===== config.mk =====
export PLATFORM = sky130hd
export DESIGN_NAME = gcd
export DESIGN_NICKNAME = d
export VERILOG_FILES = /design/src/rtl/gcd_pkg.sv /design/src/rtl/gcd_datapath.sv /design/src/rtl/gcd.sv
export SDC_FILE = /design/constraint.sdc
export NUM_CORES = 1
export LEC_CHECK = 0
export CAP_MARGIN = 20
export CORE_ASPECT_RATIO = 1.2
export CORE_MARGIN = 5
export CORE_UTILIZATION = 55
export DETAILED_ROUTE_END_ITERATION = 16
export GPL_TIMING_DRIVEN = 0
export HOLD_SLACK_MARGIN = 0.12
export PLACE_DENSITY_LB_ADDON = 0.1
export SETUP_SLACK_MARGIN = 0.5
export SLEW_MARGIN = 20
export SYNTH_ARGS = -nofsm -noshare
export SYNTH_HDL_FRONTEND = slang
export SYNTH_HIERARCHICAL = 1
export SYNTH_SLANG_ARGS = --single-unit

===== constraint.sdc =====
create_clock -name clk -period 3.2 [get_ports clk]
set_input_delay 0.96 -clock clk [delete_from_list [all_inputs] [get_ports clk]]
set_output_delay 0.96 -clock clk [all_outputs]
set_load 0.005 [all_outputs]

===== src/rtl/gcd_pkg.sv =====
// Shared types and defaults for the iterative GCD engine.
package gcd_pkg;

  localparam int unsigned GCD_WIDTH = 8;

  typedef enum logic [1:0] {
    IDLE = 2'd0,
    CALC = 2'd1,
    DONE = 2'd2
  } gcd_state_t;

endpackage


===== src/rtl/gcd_datapath.sv =====
// GCD operand registers, comparator, subtractor and result register.
module gcd_datapath
  import gcd_pkg::*;
#(
  parameter int unsigned WIDTH = GCD_WIDTH
) (
  input  logic             clk,
  input  logic             reset,
  input  logic             load_i,
  input  logic             step_i,
  input  logic             capture_i,
  input  logic [WIDTH-1:0] a_in_i,
  input  logic [WIDTH-1:0] b_in_i,
  output logic             a_zero_o,
  output logic             b_zero_o,
  output logic             a_eq_b_o,
  output logic             a_gt_b_o,
  output logic [WIDTH-1:0] g_o
);

  logic [WIDTH-1:0] a_q, a_d;
  logic [WIDTH-1:0] b_q, b_d;
  logic [WIDTH-1:0] g_q, g_d;

  assign a_zero_o = (a_q == '0);
  assign b_zero_o = (b_q == '0);
  assign a_eq_b_o = (a_q == b_q);
  assign a_gt_b_o = (a_q > b_q);
  assign g_o      = g_q;

  always_comb begin
    a_d = a_q;
    b_d = b_q;
    g_d = g_q;
    if (load_i) begin
      a_d = a_in_i;
      b_d = b_in_i;
    end else if (step_i) begin
      // Always larger minus smaller, so the difference never wraps.
      if (a_gt_b_o) a_d = a_q - b_q;
      else          b_d = b_q - a_q;
    end
    if (capture_i) g_d = a_zero_o ? b_q : a_q;
  end

  always_ff @(posedge clk or negedge reset) begin
    if (!reset) begin
      a_q <= '0;
      b_q <= '0;
      g_q <= '0;
    end else begin
      a_q <= a_d;
      b_q <= b_d;
      g_q <= g_d;
    end
  end

endmodule


===== src/rtl/gcd.sv =====
// Iterative GCD accelerator: control FSM and output_valid handshake register.
module gcd
  import gcd_pkg::*;
#(
  parameter int unsigned WIDTH = GCD_WIDTH
) (
  input  logic             clk,
  input  logic             reset,
  input  logic [WIDTH-1:0] A_in,
  input  logic [WIDTH-1:0] B_in,
  input  logic             input_valid,
  input  logic             gcd_ack,
  output logic [WIDTH-1:0] G_out,
  output logic             output_valid
);

  gcd_state_t state_q, state_d;
  logic       valid_q, valid_d;
  logic       load, step, capture;
  logic       a_zero, b_zero, a_eq_b, a_gt_b;
  logic       finish;

  assign finish       = a_zero | b_zero | a_eq_b;
  assign output_valid = valid_q;

  gcd_datapath #(.WIDTH(WIDTH)) u_datapath (
    .clk       (clk),
    .reset     (reset),
    .load_i    (load),
    .step_i    (step),
    .capture_i (capture),
    .a_in_i    (A_in),
    .b_in_i    (B_in),
    .a_zero_o  (a_zero),
    .b_zero_o  (b_zero),
    .a_eq_b_o  (a_eq_b),
    .a_gt_b_o  (a_gt_b),
    .g_o       (G_out)
  );

  always_ff @(posedge clk or negedge reset) begin
    if (!reset) begin
      state_q <= IDLE;
      valid_q <= 1'b0;
    end else begin
      state_q <= state_d;
      valid_q <= valid_d;
    end
  end

  always_comb begin
    state_d = state_q;
    case (state_q)
      IDLE:    if (input_valid) state_d = CALC;
      CALC:    if (finish)      state_d = DONE;
      DONE:    if (gcd_ack)     state_d = IDLE;
      default:                  state_d = IDLE;
    endcase
  end

  always_comb begin
    load    = 1'b0;
    step    = 1'b0;
    capture = 1'b0;
    valid_d = valid_q;
    case (state_q)
      IDLE: load = input_valid;
      CALC: begin
        if (finish) begin
          capture = 1'b1;
          valid_d = 1'b1;
        end else begin
          step = 1'b1;
        end
      end
      DONE:    if (gcd_ack) valid_d = 1'b0;
      default: valid_d = 1'b0;
    endcase
  end

endmodule


Word-level counts from Yosys, hierarchy flattened
Index checks and enable logic that the tools add are counted.
{"block": "word_totals", "regBits": 27, "latch_bits": 0, "ramBits": 0, "romBits": 0, "in_bits": 20, "output_inout_bits": 9, "word_cells": 46, "mem_count": 0}
{"block": "classes", "addsub": 2, "multipliers": 0, "div": 0, "order_cmp": 1, "n_eq_ne": 7, "shift": 0, "muxes": 19, "bitwise_logic": 3, "reduce_logical": 9}
{"operator": "2-to-1 mux 8 bit", "count": 7}
{"operator": "logical NOT 8 bit", "count": 2}
{"operator": "subtractor 8 bit", "count": 2}
{"operator": "== test 8 bit", "count": 1}
{"operator": "greater-than comparator 8 bit", "count": 1}
{"operator": "!= test 2 bit (second input constant)", "count": 4}
{"operator": "2-to-1 mux 1 bit", "count": 7}
{"operator": "2-to-1 mux 2 bit", "count": 3}
{"operator": "case mux 2 bit (3 select lines)", "count": 1}
{"operator": "AND reduction 3 bit", "count": 2}
{"operator": "AND reduction 2 bit", "count": 2}
{"operator": "nonzero test 2 bit", "count": 2}
{"operator": "case mux 1 bit (3 select lines)", "count": 1}
{"operator": "== test 2 x 1 -> 1 bit (second input constant)", "count": 1}
{"operator": "== test 2 bit (second input constant)", "count": 1}
{"operator": "logical NOT 2 bit", "count": 1}
{"operator": "OR 1 bit", "count": 2}
{"operator": "NOT 1 bit", "count": 1}

Logic depth before layout (Yosys ltp)
Gate-level depths: netlist (run 1).
{"block": "depth", "word_depth": 7, "ltp_mapped": 12, "mapped_depth_nobuf": 10}

Modules after synthesis
Netlist (run 1), hierarchy kept.
{"mod": "gcd_datapath", "instances": 1, "cells_per_inst": 219, "area_each_um2": 1865.5, "seq_area_each_um2": 600.6}
{"mod": "gcd", "instances": 1, "cells_per_inst": 14, "area_each_um2": 161.4, "seq_area_each_um2": 75.1}

Worst setup path before layout (run 1)
Ideal clock, no wire load.
{"block": "synth_path", "path_kind": "reg-to-reg", "from": "register u_datapath.a_q[0]", "to": "register u_datapath.a_q[4]", "setup_time_ns": 0.126, "arrival_time_ns": 2.157, "required_ns": 3.074, "setup_slack_ns": 0.917, "path_stages_with_launch": 9, "n_path_buf": 1, "synth_period_minus_slack_ns": 2.283, "path_cell_list": "dfrtp_1 -> inv_1 -> ha_1 -> fa_1 -> nand2b_1 -> a211oi_4 -> o221ai_2 -> buf_2 -> a311o_1"}
{"block": "synth_between", "elab_chain_len": 7, "word_cells_on_any_way": 14, "classes_between": "add/sub: 1; order compare: 1; eq/ne: 1; mux: 5; bitwise: 2; reduce/logical: 4"}
{"element": "start: declaration", "line_no": "gcd_datapath.sv:21", "rtl": "logic [WIDTH-1:0] a_q, a_d;"}
{"element": "start signal: assignment", "line_no": "gcd_datapath.sv:48", "rtl": "a_q <= '0;"}
{"element": "start signal: assignment", "line_no": "gcd_datapath.sv:52", "rtl": "a_q <= a_d;"}
{"element": "parallel branches: the longest is 7 deep, another holds subtractor 8 bit"}
Several ways; the timed one is not identified. The select of a mux whose other input is x is not followed.
A chain may end at the register's enable or synchronous reset.

Final worst setup path (run 1)
{"block": "layout_path", "from": "register u_datapath.a_q[2]", "to": "register u_datapath.b_q[2]"}
{"block": "layout_between", "word_cells_on_any_way": 14, "classes_between": "add/sub: 1; order compare: 1; eq/ne: 2; mux: 5; bitwise: 2; reduce/logical: 3"}
{"element": "== test 8 bit", "line_no": "gcd_datapath.sv:27", "rtl": "assign a_eq_b_o = (a_q == b_q);"}
{"element": "net a_eq_b", "line_no": "gcd.sv:20", "rtl": "logic a_zero, b_zero, a_eq_b, a_gt_b;"}
{"element": "OR 1 bit", "line_no": "gcd.sv:23", "rtl": "assign finish = a_zero | b_zero | a_eq_b;"}
{"element": "2-to-1 mux 1 bit", "line_no": "gcd.sv:69", "rtl": "if (finish) begin"}
{"element": "2-to-1 mux 1 bit", "line_no": "gcd.sv:66", "rtl": "case (state_q)"}
{"element": "net step", "line_no": "gcd.sv:19", "rtl": "logic load, step, capture;"}
{"element": "nonzero test 2 bit (no source line)"}
{"element": "AND reduction 2 bit (no source line)"}
{"element": "end signal: assignment", "line_no": "gcd_datapath.sv:49", "rtl": "b_q <= '0;"}
{"element": "end signal: assignment", "line_no": "gcd_datapath.sv:53", "rtl": "b_q <= b_d;"}
{"element": "end: declaration", "line_no": "gcd_datapath.sv:22", "rtl": "logic [WIDTH-1:0] b_q, b_d;"}
The timed path passes the listed nets, and every way through them passes these cells. The select of a mux whose other input is x is not followed.

==> impl_metrics.tcl, run 1 <==
set metrics [dict create \
    slew_violations 0 \
    critical_path_arrival_ns 2.76 \
    pre_cts_ws_ns 0.2493 \
    syn_area_per_cell_um2 8.742 \
    start_kind "register" \
    grt_usage_pct 21.21 \
    cp_data_required_time_ns 3.35 \
    maxCapViolCount 0 \
    wl_per_cell_um 16.59 \
    antennaDiodeCount 0 \
    period_share_pct 81.49 \
    crit_chain "inv_1 -> ha_1 -> buf_4 -> nand4_1 -> nor2_2 -> nor3_4 -> nor2b_4 -> o211ai_1 -> o2bb2ai_1 -> buf_4 -> mux2i_2 -> o21ai_1" \
    drc 0 \
    worstSkewPairLatency_ns 0.28 \
    end_kind "register" \
    use_met1_pct 26.64 \
    nFillCells 301 \
    area_delta_synth_final_pct 25.34 \
    layout_commonest_cell "clkdlybuf4s50_1" \
    numCtsBuffers 3 \
    layout_min_cycle_time_ns 2.608 \
    cp_top_family "simple AND/OR/NAND/NOR gates" \
    setup_tns_ns 0 \
    path_common_cell "buf_4" \
    initial_core_util_pct 56.04 \
    fmax_mhz 383.5 \
    hpwl_um 3906 \
    netlist_area_um2 2019 \
    antenna_found_initial 0 \
    htree_levels 1 \
    ctsLongestPathBuffers 2 \
    core-area_um2 3603 \
    layout_common_cells "clkdlybuf4s50_1, a21oi_1, dfrtp_1, nand2_1" \
    rsz0062_at_grt "no" \
    grt_first_pass_wirelength_um 8259 \
    use_met3_pct 2.802 \
    hp-class "register to register" \
    initialDrtViolationCount 73 \
    clock-sinks 27 \
    place_congestion 0.9116 \
    root_buffer "clkbuf_8" \
    crit_slowest_cell "dfrtp_2" \
    drive_gt1_share_pct 14.55 \
    die_height_um 76.38 \
    wl_um 5208 \
    drt_pass1_iterations 4 \
    critPathBufInv 3 \
    io-pin-count 29 \
    grtUsageMet2_pct 36.98 \
    netlist_instances 231 \
    slew_headroom_pct 57.94 \
    finalClockSkew_ns 0.007375 \
    whs_ns 0.4946 \
    nets 313 \
    fp-row-count 24 \
    antenna_left 0 \
    outcome "complete, no violations" \
    grt_max_degree 28 \
    globalRouteOverflowTotal 0 \
    path_max_fanout 8 \
    setup_viol 0 \
    die-width_um 65.32 \
    yosysWarningCount 6 \
    cts_tree "yes" \
    clk_pin_slew_ns 0.10 \
    hold_buffers 0 \
    portBuffers 28 \
    tightest_slew_ns 0.6309 \
    worst-setup-path-type "register to register" \
    num_vias 1820 \
    slowest_delay_ns 0.41 \
    grt_pass1_vias 1742 \
    syn-num-nets 268 \
    dieArea_um2 4989 \
    hold_viol_final 0 \
    routed_via_density 5.796 \
    grt_busiest_layer "met2" \
    setup_slack_ns 0.5922 \
]
[metrics by stage]
| step | utilization [%] | area (µm²) | instances |
|---|---|---|---|
| 2_1_floorplan | - | 2019 | 231 |
| 3_3_place_gp | 65.17 | 2349 | 298 |
| 3_5_place_dp | 65.03 | 2344 | 298 |
| 4_1_cts | 66.60 | 2400 | 302 |
| 5_1_grt | 70.24 | 2531 | 314 |
| 6_report | 70.24 | 2531 | 314 |
[sequential cells by signal, indices dropped and copies added, names as in the netlist]
register	flops
output_valid	1
state_q	2
u_datapath/a_q	8
u_datapath/b_q	8
u_datapath/g_o	8
[worst reg2reg max path, stage by stage, from the launching register on]
cell and delay (ns):
dfrtp_2 0.41, inv_1 0.05, ha_1 0.29, buf_4 0.17
nand4_1 0.16, nor2_2 0.09, nor3_4 0.25, nor2b_4 0.23
o211ai_1 0.10, o2bb2ai_1 0.19, buf_4 0.22, mux2i_2 0.24
o21ai_1 0.09
[layer usage]
layer / wire, µm / vias to the layer above
met3: 212 / 10
met1: 2215 / 855
li1: - / 911
met4: 104 / 0
met5: 0 / -
met2: 2675 / 44
[final cells by class]
type                    instances  area, µm²  share of cell area, %
clock inverters                 1      7.507                 0.2966
well taps                      39      48.80                  1.928
clock buffers                   3      41.29                  1.631
flip-flops and latches         27      680.7                  26.89
multi-input cells             173       1230                  48.59
plain buffers                  12      73.82                  2.916
inverters                      19      71.32                  2.818
repair buffers                 40      377.9                  14.93
[final timing paths]
| check | from | endpoint | slack, ns | depth (start not counted) |
|---|---|---|---|---|
| worst max-delay path | u_datapath/a_q[2] | u_datapath/b_q[2] | 0.59 | 12 |
| worst min-delay path | output_valid | output_valid | 0.49 | 1 |
| worst max register to register | u_datapath/a_q[2] | u_datapath/b_q[2] | 0.59 | 12 |
| worst min register to register | output_valid | output_valid | 0.49 | 1 |
| max in group asynchronous | reset | u_datapath/a_q[1] | 2.07 | 1 |
| min in group asynchronous | reset | u_datapath/a_q[5] | 0.69 | 1 |
[what timing repair did]
item | in CTS | in global routing
gates resized for setup | 2 | 18
endpoints found under the setup margin | 16 | 21
pin swaps | 0 | 3
setup buffers | 0 | 12
Power of run 1 is left out: the tool's default activity adds up to more than one toggle a clock period on the data nets, which glitch-free logic cannot reach.
==> inputs of run 2 (changes only) <==
--- a/config.mk
+++ b/config.mk
@@ -8,7 +8,7 @@
 export CAP_MARGIN = 20
 export CORE_ASPECT_RATIO = 1.2
 export CORE_MARGIN = 5
-export CORE_UTILIZATION = 55
+export CORE_UTILIZATION = 49
 export DETAILED_ROUTE_END_ITERATION = 16
 export GPL_TIMING_DRIVEN = 0
 export HOLD_SLACK_MARGIN = 0.12
==> constraint.sdc (replaced) <==
create_clock -name clk -period 2.3 [get_ports clk]
set_input_delay 0.69 -clock clk [delete_from_list [all_inputs] [get_ports clk]]
set_output_delay 0.69 -clock clk [all_outputs]
set_load 0.005 [all_outputs]
==> run 2 against run 1 <==
The flow now finishes with violations (setup timing); die area is 10% higher; sequential share of layout area is 4.5 points lower; critical path depth is 1 lower; via count is 15% higher; first-iteration DRC count is 89% higher; clock skew is 0.00092 ns higher; worst setup slack worse by 0.72 ns; global-route usage is 3.8 points higher; routed wire length is 27% higher; cell area is 20% higher; clock-buffer cell count stayed put; non-clock buffer count is 31 higher.
==> impl_metrics.tcl, run 2 (synthesis gave the netlist of run 1 again) <==
set metrics [dict create \
    tightest_slew_ns 0.6209 \
    critical_path_arrival_ns 2.62 \
    routed_via_density 5.797 \
    slowest_delay_ns 0.46 \
    cp_top_family "simple AND/OR/NAND/NOR gates" \
    slew_headroom_pct 58.60 \
    grt_usage_pct 25.02 \
    cp_data_required_time_ns 2.49 \
    clk_pin_slew_ns 0.11 \
    maxCapViolCount 0 \
    grt_max_degree 28 \
    numCtsBuffers 3 \
    dieArea_um2 5511 \
    end_kind "register" \
    wl_per_cell_um 18.38 \
    area_delta_synth_final_pct 49.94 \
    critPathBufInv 2 \
    drt_pass1_iterations 4 \
    finalClockSkew_ns 0.008297 \
    fmax_mhz 411.3 \
    cts_tree "yes" \
    initialDrtViolationCount 138 \
    hpwl_um 3980 \
    setup_viol 11 \
    layout_common_cells "buf_4, dfrtp_1, a21oi_1, nand2_1" \
    globalRouteOverflowTotal 0 \
    crit_slowest_cell "or4bb_1" \
    path_max_fanout 10 \
    antenna_found_initial 0 \
    violations "setup timing" \
    die_height_um 80.33 \
    ctsLongestPathBuffers 2 \
    layout_min_cycle_time_ns 2.431 \
    rsz0062_at_grt "yes" \
    initial_core_util_pct 50.83 \
    start_kind "register" \
    worst-setup-path-type "register to register" \
    grt_first_pass_wirelength_um 10180 \
    slew_violations 0 \
    drive_gt1_share_pct 31.05 \
    clock-sinks 27 \
    pre_cts_ws_ns -0.3551 \
    wl_um 6616 \
    grt_pass1_vias 2100 \
    hold_viol_final 0 \
    num_vias 2087 \
    antenna_left 0 \
    drc 0 \
    crit_chain "inv_2 -> ha_1 -> buf_6 -> nand4_4 -> nor2_2 -> nor3_4 -> nor2b_4 -> o211ai_1 -> o2bb2ai_4 -> or4bb_1 -> o311ai_2" \
    setup_slack_ns -0.1313 \
    period_share_pct 105.7 \
    root_buffer "clkbuf_8" \
    hp-class "input pin to asynchronous set/reset pin" \
    outcome "complete, but fails checks" \
    die-width_um 68.61 \
    fp-row-count 25 \
    antennaDiodeCount 0 \
    htree_levels 1 \
    io-pin-count 29 \
    place_congestion 0.8787 \
    core-area_um2 3973 \
    nets 344 \
    layout_commonest_cell "buf_4" \
    portBuffers 28 \
    worstSkewPairLatency_ns 0.29 \
]
run 2: final timing paths:
check	slack, ns	startpoint	end	cells after the start
max in group asynchronous	1.45	reset	u_datapath/a_q[1]	1
min	0.40	reset	u_datapath/a_q[5]	1
max	-0.13	u_datapath/a_q[5]	u_datapath/b_q[5]	11
max reg2reg	-0.13	u_datapath/a_q[5]	u_datapath/b_q[5]	11
min reg2reg	0.49	u_datapath/g_o[1]	u_datapath/g_o[1]	1
min in group clk	0.49	u_datapath/g_o[1]	u_datapath/g_o[1]	1
run 2: per-layer routing:
metal	vias up	track usage [%]	share of wire [%]
li1	969	-	-
met1	991	29.06	38
met5	-	0	0
met2	96	41.36	50
met3	31	3.217	6.1
met4	0	17.30	5.2
run 2: area by class of cell:
type / count / area (µm²)
plain buffers: 12 / 111.4
clock buffers: 3 / 41.29
fillers: 294 / 944.7
repair buffers: 71 / 645.6
inverters: 19 / 71.32
well taps: 54 / 67.56
multi-input cells: 173 / 1406
flip-flops and latches: 27 / 676.9
clock inverters: 1 / 7.507
run 2: through the flow:
stage	instance area [µm²]	util, %	hold WS, ns	cells	TNS, ns
2_1_floorplan	2073	-	0.3944	231	0
3_3_place_gp	2421	60.94	0.4766	313	-3.149
5_1_grt	3028	76.22	0.4584	360	-1.958
4_1_cts	2865	72.13	0.4282	356	-0.1650
6_report	3028	76.22	0.3994	360	-0.6954
3_5_place_dp	2416	60.82	0.4772	313	-3.353
run 2: timing repair:
| item | CTS | global route |
|---|---|---|
| gates resized for setup | 36 | 26 |
| hold buffers | 0 | 0 |
| gates cloned | 3 | 0 |
| pin swaps | 10 | 11 |
| setup buffers | 36 | 4 |
| setup endpoints to repair | 34 | 25 |
Power of run 2 is left out for the same reason.
